==> src/rtl/multicycle_sequencer.sv <==
// -----------------------------------------------------------------------------
// multicycle_sequencer
//
// Control FSM for the 16-bit multi-cycle datapath. Walks each instruction
// through FETCH / DECODE / EXEC / MEM / WB and drives the holding-register load
// enables, PC and register-file writes, and the memory request handshake.
// A watchdog counts unanswered memory cycles and faults the block into HALT
// when memory stops responding.
//
// Ports:
//   CLK          system clock, rising edge
//   Reset_n      asynchronous active-low reset
//   start        leave IDLE and begin fetching (ignored elsewhere)
//   instr_class  decoded instruction class, sampled in DECODE
//   take_branch  branch condition, sampled in EXEC of a BRANCH
//   mem_ready    memory acknowledge for the current mem_req
//   IR_load, AB_load, ALUOut_load, MDR_load   holding-register load enables
//   PC_write, PC_src                           PC write enable and source select
//   RF_write                                   register-file write enable
//   mem_req, mem_write                         memory request / store qualifier
//   state        current FSM state encoding
//   busy         high outside IDLE and HALT
//   instr_done   one-cycle pulse in the last cycle of each instruction
//   fault        sticky: illegal class or memory timeout
//   retired      completed-instruction counter, wraps
// -----------------------------------------------------------------------------
module multicycle_sequencer #(
  parameter int MAX_WAIT = 15,
  parameter int CNT_W    = 16
) (
  input  logic             CLK,
  input  logic             Reset_n,
  input  logic             start,
  input  logic [2:0]       instr_class,
  input  logic             take_branch,
  input  logic             mem_ready,
  output logic             IR_load,
  output logic             AB_load,
  output logic             ALUOut_load,
  output logic             MDR_load,
  output logic             PC_write,
  output logic [1:0]       PC_src,
  output logic             RF_write,
  output logic             mem_req,
  output logic             mem_write,
  output logic [2:0]       state,
  output logic             busy,
  output logic             instr_done,
  output logic             fault,
  output logic [CNT_W-1:0] retired
);

  typedef enum logic [2:0] {
    S_IDLE   = 3'd0,
    S_FETCH  = 3'd1,
    S_DECODE = 3'd2,
    S_EXEC   = 3'd3,
    S_MEM    = 3'd4,
    S_WB     = 3'd5,
    S_HALT   = 3'd6
  } state_t;

  typedef enum logic [2:0] {
    C_ALU_R   = 3'd0,
    C_ALU_I   = 3'd1,
    C_LOAD    = 3'd2,
    C_STORE   = 3'd3,
    C_BRANCH  = 3'd4,
    C_JUMP    = 3'd5,
    C_HALT    = 3'd6,
    C_ILLEGAL = 3'd7
  } class_t;

  localparam logic [1:0] PC_SEQ    = 2'd0;
  localparam logic [1:0] PC_BRANCH = 2'd1;
  localparam logic [1:0] PC_JUMP   = 2'd2;

  localparam int                WAIT_W     = $clog2(MAX_WAIT + 1);
  // The stall that would take the counter to MAX_WAIT is the timeout cycle.
  localparam logic [WAIT_W-1:0] WAIT_LIMIT = WAIT_W'(MAX_WAIT - 1);

  state_t            state_q, state_d;
  class_t            cls_q;
  logic [WAIT_W-1:0] wait_q;
  logic              fault_q;
  logic              fault_now;
  logic [CNT_W-1:0]  retired_q;

  // ---------------------------------------------------------------------------
  // Next-state and output decode. Outputs depend only on the registered state
  // and the current inputs.
  // ---------------------------------------------------------------------------
  always_comb begin
    // NOTE: every signal assigned here gets a default first so no path leaves
    // it unassigned, which would otherwise infer a latch.
    state_d     = state_q;
    IR_load     = 1'b0;
    AB_load     = 1'b0;
    ALUOut_load = 1'b0;
    MDR_load    = 1'b0;
    PC_write    = 1'b0;
    PC_src      = PC_SEQ;
    RF_write    = 1'b0;
    mem_req     = 1'b0;
    mem_write   = 1'b0;
    instr_done  = 1'b0;
    fault_now   = 1'b0;

    case (state_q)
      S_IDLE: begin
        if (start) state_d = S_FETCH;
      end

      S_FETCH: begin
        mem_req  = 1'b1;
        IR_load  = mem_ready;
        PC_write = mem_ready;
        if (mem_ready) state_d = S_DECODE;
      end

      S_DECODE: begin
        AB_load = 1'b1;
        case (class_t'(instr_class))
          C_JUMP: begin
            PC_write   = 1'b1;
            PC_src     = PC_JUMP;
            instr_done = 1'b1;
            state_d    = S_FETCH;
          end
          C_HALT: begin
            instr_done = 1'b1;
            state_d    = S_HALT;
          end
          C_ILLEGAL: begin
            fault_now = 1'b1;
            state_d   = S_HALT;
          end
          default: state_d = S_EXEC;
        endcase
      end

      S_EXEC: begin
        ALUOut_load = 1'b1;
        case (cls_q)
          C_LOAD, C_STORE: state_d = S_MEM;
          C_BRANCH: begin
            PC_write   = take_branch;
            PC_src     = PC_BRANCH;
            instr_done = 1'b1;
            state_d    = S_FETCH;
          end
          default: state_d = S_WB;
        endcase
      end

      S_MEM: begin
        mem_req = 1'b1;
        if (cls_q == C_STORE) begin
          mem_write  = 1'b1;
          instr_done = mem_ready;
          if (mem_ready) state_d = S_FETCH;
        end else begin
          MDR_load = mem_ready;
          if (mem_ready) state_d = S_WB;
        end
      end

      S_WB: begin
        RF_write   = 1'b1;
        instr_done = 1'b1;
        state_d    = S_FETCH;
      end

      S_HALT: ;

      default: state_d = S_IDLE;
    endcase

    // Memory watchdog overrides the normal transition. A mem_ready in the
    // limit cycle clears the stall, so the acknowledge wins.
    if (mem_req && !mem_ready && (wait_q == WAIT_LIMIT)) begin
      fault_now = 1'b1;
      state_d   = S_HALT;
    end
  end

  // ---------------------------------------------------------------------------
  // State registers.
  // ---------------------------------------------------------------------------
  always_ff @(posedge CLK or negedge Reset_n) begin
    // NOTE: sequential state uses non-blocking assignments so every register
    // samples pre-edge values, independent of statement order.
    if (!Reset_n) begin
      state_q   <= S_IDLE;
      cls_q     <= C_ALU_R;
      wait_q    <= '0;
      fault_q   <= 1'b0;
      retired_q <= '0;
    end else begin
      state_q <= state_d;
      if (state_q == S_DECODE) cls_q <= class_t'(instr_class);
      wait_q  <= (mem_req && !mem_ready) ? wait_q + 1'b1 : '0;
      if (fault_now)  fault_q   <= 1'b1;
      if (instr_done) retired_q <= retired_q + 1'b1;
    end
  end

  assign state   = state_q;
  assign busy    = (state_q != S_IDLE) && (state_q != S_HALT);
  assign fault   = fault_q | fault_now;
  assign retired = retired_q;

endmodule
==> config.mk <==
export PLATFORM = sky130hd
export DESIGN_NAME = multicycle_sequencer
export DESIGN_NICKNAME = d
export VERILOG_FILES = /design/src/rtl/multicycle_sequencer.sv
export SDC_FILE = /design/constraint.sdc
export NUM_CORES = 1
export LEC_CHECK = 0
export ABC_AREA = 1
export CELL_PAD_IN_SITES_DETAIL_PLACEMENT = 0
export CELL_PAD_IN_SITES_GLOBAL_PLACEMENT = 1
export CORE_AREA = 10 10 79 81
export CTS_CLUSTER_SIZE = 20
export DETAILED_ROUTE_END_ITERATION = 12
export DIE_AREA = 0 0 89 91
export PLACE_DENSITY_LB_ADDON = 0.1
export SETUP_SLACK_MARGIN = 0.05
export SKIP_CTS_REPAIR_TIMING = 1
export SLEW_MARGIN = 40
export SYNTH_ARGS = -nofsm -noshare
export SYNTH_HDL_FRONTEND = slang
export SYNTH_SLANG_ARGS = --single-unit
==> constraint.sdc <==
create_clock -name CLK -period 3.5 [get_ports CLK]
set_input_delay 0.7 -clock CLK [delete_from_list [all_inputs] [get_ports CLK]]
set_output_delay 0.7 -clock CLK [all_outputs]
set_load 0.01 [all_outputs]
# Word level (Yosys, flattened, before mapping)
# Cells that the tools add are included.
# Widths: inputs -> output; s select.
word_totals:
  input_bits: 8
  elab_cells: 69
  reg_bits: 27
op_classes:
  eq_ne: 18
  n_reduce_logical: 11
  muxes: 32
  n_bitwise: 1
  n_addsub: 2
ops:
  columns: ["cell", "count"]
  rows:
  - ["$eq 3x3->1 const B", 7]
  - ["$pmux 3 s7", 1]
  - ["$mux 1", 18]
  - ["$mux 3", 6]
  - ["$add 16x1->16 const B", 1]
  - ["$eq 3x2->1 const B", 4]
  - ["$ne 3x3->1 const B", 4]
  - ["$pmux 3 s2", 2]
  - ["$reduce_or 2->1", 4]
  - ["$add 4x1->4 const B", 1]
  - ["$eq 4x4->1 const B", 1]
  - ["$mux 4", 1]
  - ["$pmux 1 s4", 1]
  - ["$pmux 2 s2", 1]
  - ["$reduce_and 4->1", 1]
  - ["$eq 3x1->1 const B", 1]
  - ["$logic_and 1x1->1", 3]
  - ["$logic_not 3->1", 1]
  - ["$pmux 1 s3", 1]
  - ["$reduce_bool 3->1", 1]
  - ["$mux 2", 1]
  - ["$ne 2x2->1 const B", 1]
  - ["$logic_not 1->1", 1]
  - ["$or 1x1->1", 1]

# Logic depth before layout (Yosys ltp)
depth:
  ltp_word: 7
  mapped_depth: 8
  ltp_nobuf: 8

# Worst setup path before layout
# OpenSTA, ideal clock, no wires.
synth_path:
  path_type: "input -> output"
  startpoint: "in instr_class[1]"
  endpoint: "out instr_done"
  path_slack_ns: 1.407
  t_arrival_ns: 1.393
  required_ns: 2.800
  path_stages: 6
  cell_sequence: "inv_1 -> nand3_1 -> nand2_1 -> a21oi_4 -> nand2_4 -> buf_6"
synth_via:
  elab_chain_len: 4
synth_rtl:
  columns: ["element", "line", "source"]
  rows:
  - ["from (decl)", "34", "input logic [2:0] instr_class,"]
  - ["$eq 3x3->1", "123", "case (class_t'(instr_class))"]
  - ["$reduce_or 2->1 (no source line) (*)", null, null]
  - ["$mux 1 (*)", "123", null]
  - ["$pmux 1 s4 (*)", "109", "case (state_q)"]
  - ["to (decl)", "48", "output logic instr_done,"]
# Mark *: on every way between the ends. The rest lies on a longest branch, timed or not.

# Final worst setup path
layout_path:
  startpoint: "in mem_ready"
  endpoint: "out instr_done"
layout_via:
  elab_chain_len: 2
layout_rtl:
  columns: ["element", "line", "source"]
  rows:
  - ["from (decl)", "36", "input logic mem_ready,"]
  - ["$mux 1", "158", "if (cls_q == C_STORE) begin"]
  - ["$pmux 1 s4", "109", null]
# Every way passes these cells.

==> metrics.md <==
| Metric | Value |
|---|---|
| TritonCTS Sinks | 27 |
| Critical path endpoint category | output port |
| Met2 GRT Util | 20.3% |
| Count of cell types in the netlist | 26 |
| Slew HR | 66.9% |
| R2r worst-path depth | 7 |
| Die Span Y | 91 µm |
| Cell count after synthesis | 241 |
| DRC | 0 |
| Nets | 297 |
| Skew final | 0.00265 ns |
| Die ar. | 8100 µm² |
| Core area | 4660 µm² |
| Initial antenna violation count | 0 |
| RSZ-0062 raised after global routing | no |
| Met1 GRT Util | 14.0% |
| # diodes | 0 |
| Setup TNS | 0 ns |
| Crit-path max FO | 17 |
| Synth warnings | 0 |
| Clock root buffer | clkbuf_8 |
| Layout cells sized above 1 | 6.32% |
| Sequential share of power | 38.0% |
| RD Place Congestion | 0.814 |
| Die width | 89 µm |
| Finished layout cell area | 2220 µm² |
| H-tree levels | 1 |
| Gate power share | 46.5% |
| Via count | 1634 |
| First drt pass iteration count | 4 |
| Psw | 498 µW |
| Power share of the clock group | 15.5% |
| Crit path time final | 3.15 ns |
| Largest net degree at the start of global routing | 28 |
| Power Total | 1.20 mW |
| PortBufs | 39 |
| Max Cap Viol | 0 |
| Hold path depth | 2 |
| Dpl cell area | 2180 µm² |
| # rows | 25 |
| Number of top-level pins | 40 |
| Syn Nets | 252 |
| Pwr Density | 541 nW/µm² |
| Vias in the first global route | 1671 |
| GRT met3 Usage | 3.66% |
| Dpl hpwl | 3490 µm |
| CTS tree | done |
| Worst Tran Pin Value | 0.495 ns |
| Placed insts | 335 |
| Sw frac | 41.4% |
| Hold WS | 0.455 ns |
| Initial core utilization | 36.9% |
| Clock tree buffer depth | 2 |
| Finished Layout Cells | 339 |
| Final Cycle Share | 90.0% |
| Type of the worst setup path | in2out |
| # fillers | 485 |
| P_int | 705 µW |
| Total track usage | 12.0% |
| CTS clk-pin slew, worst paths | 0.10 ns |
| Status | finished clean |
| Worst EP required | 2.80 ns |
| Global route overflow | 0 |
| WL per Instance | 13.6 µm |
| First-pass GRT wire length | 7910 µm |
| Fmax | 318 MHz |
| Hold WC Path Type | reg2reg |
| Initial drt markers | 62 |
| Worst VDD drop | 0.296 mV |
| # setup viols final | 0 |
| Syn Std Cell Area | 1720 µm² |
| Synth Area per Inst | 7.13 µm² |
| Via-to-Cell Ratio | 4.82 |
| Static leakage | 1.03 nW |
| CP arrival | 2.45 ns |
| Top Usage Layer GRT | met2 |
| Area grow syn2layout | 29.5% |
| WL final | 4590 µm |
| Final Hold Viols | 0 |
| Startpoint Class | input pin |
| Routed Antenna Nets | 0 |
| Total CTS buffers | 3 |
| Pins Over Slew Limit | 0 |
| Synthesized flop and latch total | 27 |
| Seq/Total Area, Yosys | 39.3% |
| Worst-Skew Late Latency | 0.28 ns |
layout make-up:
class | instances | area [µm²] | area share (%)
multi-input combinational | 186 | 922 | 41.5
inverter | 25 | 93.8 | 4.22
timing repair buffer | 43 | 420 | 18.9
tap | 54 | 67.6 | 3.04
sequential | 27 | 676 | 30.4
clock buffer | 4 | 45.0 | 2.02
routing by layer:
layer / wire length, µm / vias up
met5: 0 / -
li1: - / 861
met3: 279 / 4
met4: 49 / 0
met2: 2260 / 27
met1: 2000 / 742
power by group through the flow:
stage	Clock (mW)	Sequential, mW	Combinational (mW)
2_1_floorplan	0	0.461	0.320
3_3_place_gp	0	0.465	0.569
3_5_place_dp	0	0.463	0.568
4_1_cts	0.195	0.459	0.569
5_1_grt	0.203	0.477	0.628
6_report	0.186	0.457	0.559
cells in the mapped netlist:
master    count  area [µm²]
and3_1        1        6.26
xnor2_1       3        26.3
a21boi_0      1        7.51
xor2_1        6        52.6
o211ai_1      3        22.5
a21oi_4       2        32.5
nand3_2       1        10.0
buf_4         2        15.0
nand2_1      84         315
buf_6         1        11.3
nand4_1       6        37.5
nor2_2        1        6.26
nand3_4       1        17.5
a31oi_1       1        6.26
ha_1          3        37.5
a21oi_1       2        10.0
nand2_4       1        11.3
o21ai_0       8        40.0
nand3_1      31         155
nor3_1        1        5.00
inv_2         4        15.0
nand3b_1      1        7.51
nor2_1       28         105
nor3_2        1        10.0
dfrtp_1      27         676
inv_1        21        78.8
flip-flops by register name, indices dropped and copies added, names as in the netlist:
name and cells:
cls_q 3, fault_q 1, retired 16, state 3, wait_q 4
cell families after synthesis:
| logic type | Yosys count | share of synthesized area, % |
|---|---|---|
| adders and majority gates | 3 | 2.19 |
| AOI/OAI and AO/OA | 17 | 6.92 |
| DFF | 27 | 39.3 |
| xor gates and xnor gates | 9 | 4.59 |
| buffers and inverters | 28 | 6.99 |
| and+or+nand+nor | 157 | 40.0 |
worst max-delay path, cell delays in order:
cell and delay (ns):
clkdlybuf4s50_1 0.39, inv_1 0.07, nor2_1 0.07, a21oi_4 0.43, nand2_4 0.24, clkdlybuf4s50_1 0.54
cells in the final DEF (no fill, tap or decap), types with 2 or more instances in the layout:
cell type | Yosys | routed
nand4_1 | 6 | 6
clkbuf_8 | 0 | 3
inv_2 | 4 | 4
a21oi_4 | 2 | 2
dfrtp_1 | 27 | 27
o21ai_0 | 8 | 8
o211ai_1 | 3 | 3
a21oi_1 | 2 | 2
clkdlybuf4s50_1 | 0 | 39
nor2_1 | 28 | 28
nand2_1 | 84 | 84
nand3_1 | 31 | 31
inv_1 | 21 | 21
xor2_1 | 6 | 6
xnor2_1 | 3 | 3
ha_1 | 3 | 3
buf_4 | 2 | 4
final timing paths:
| check | startpoint | slack [ns] | end |
|---|---|---|---|
| setup reg to reg | state[1]$_DFFE_PN0P_ | 1.73 | retired[15]$_DFFE_PN0P_ |
| setup / recovery | mem_ready | 0.35 | instr_done |
| max in group asynchronous | Reset_n | 2.45 | retired[13]$_DFFE_PN0P_ |
| hold / removal | fault_q$_DFFE_PN0P_ | 0.46 | fault_q$_DFFE_PN0P_ |
| min in group asynchronous | Reset_n | 0.79 | wait_q[0]$_DFF_PN0_ |
| hold reg to reg | fault_q$_DFFE_PN0P_ | 0.46 | fault_q$_DFFE_PN0P_ |
through the flow:
stage,utilization [%],worst slack (ns)
final,47.7,0.351
after global routing,47.7,0.206
after CTS,47.7,0.324
after detailed placement,46.8,0.324
after global placement,46.8,0.319
after floorplan,-,1.41
No activity file was read; power rests on OpenSTA's default activity.
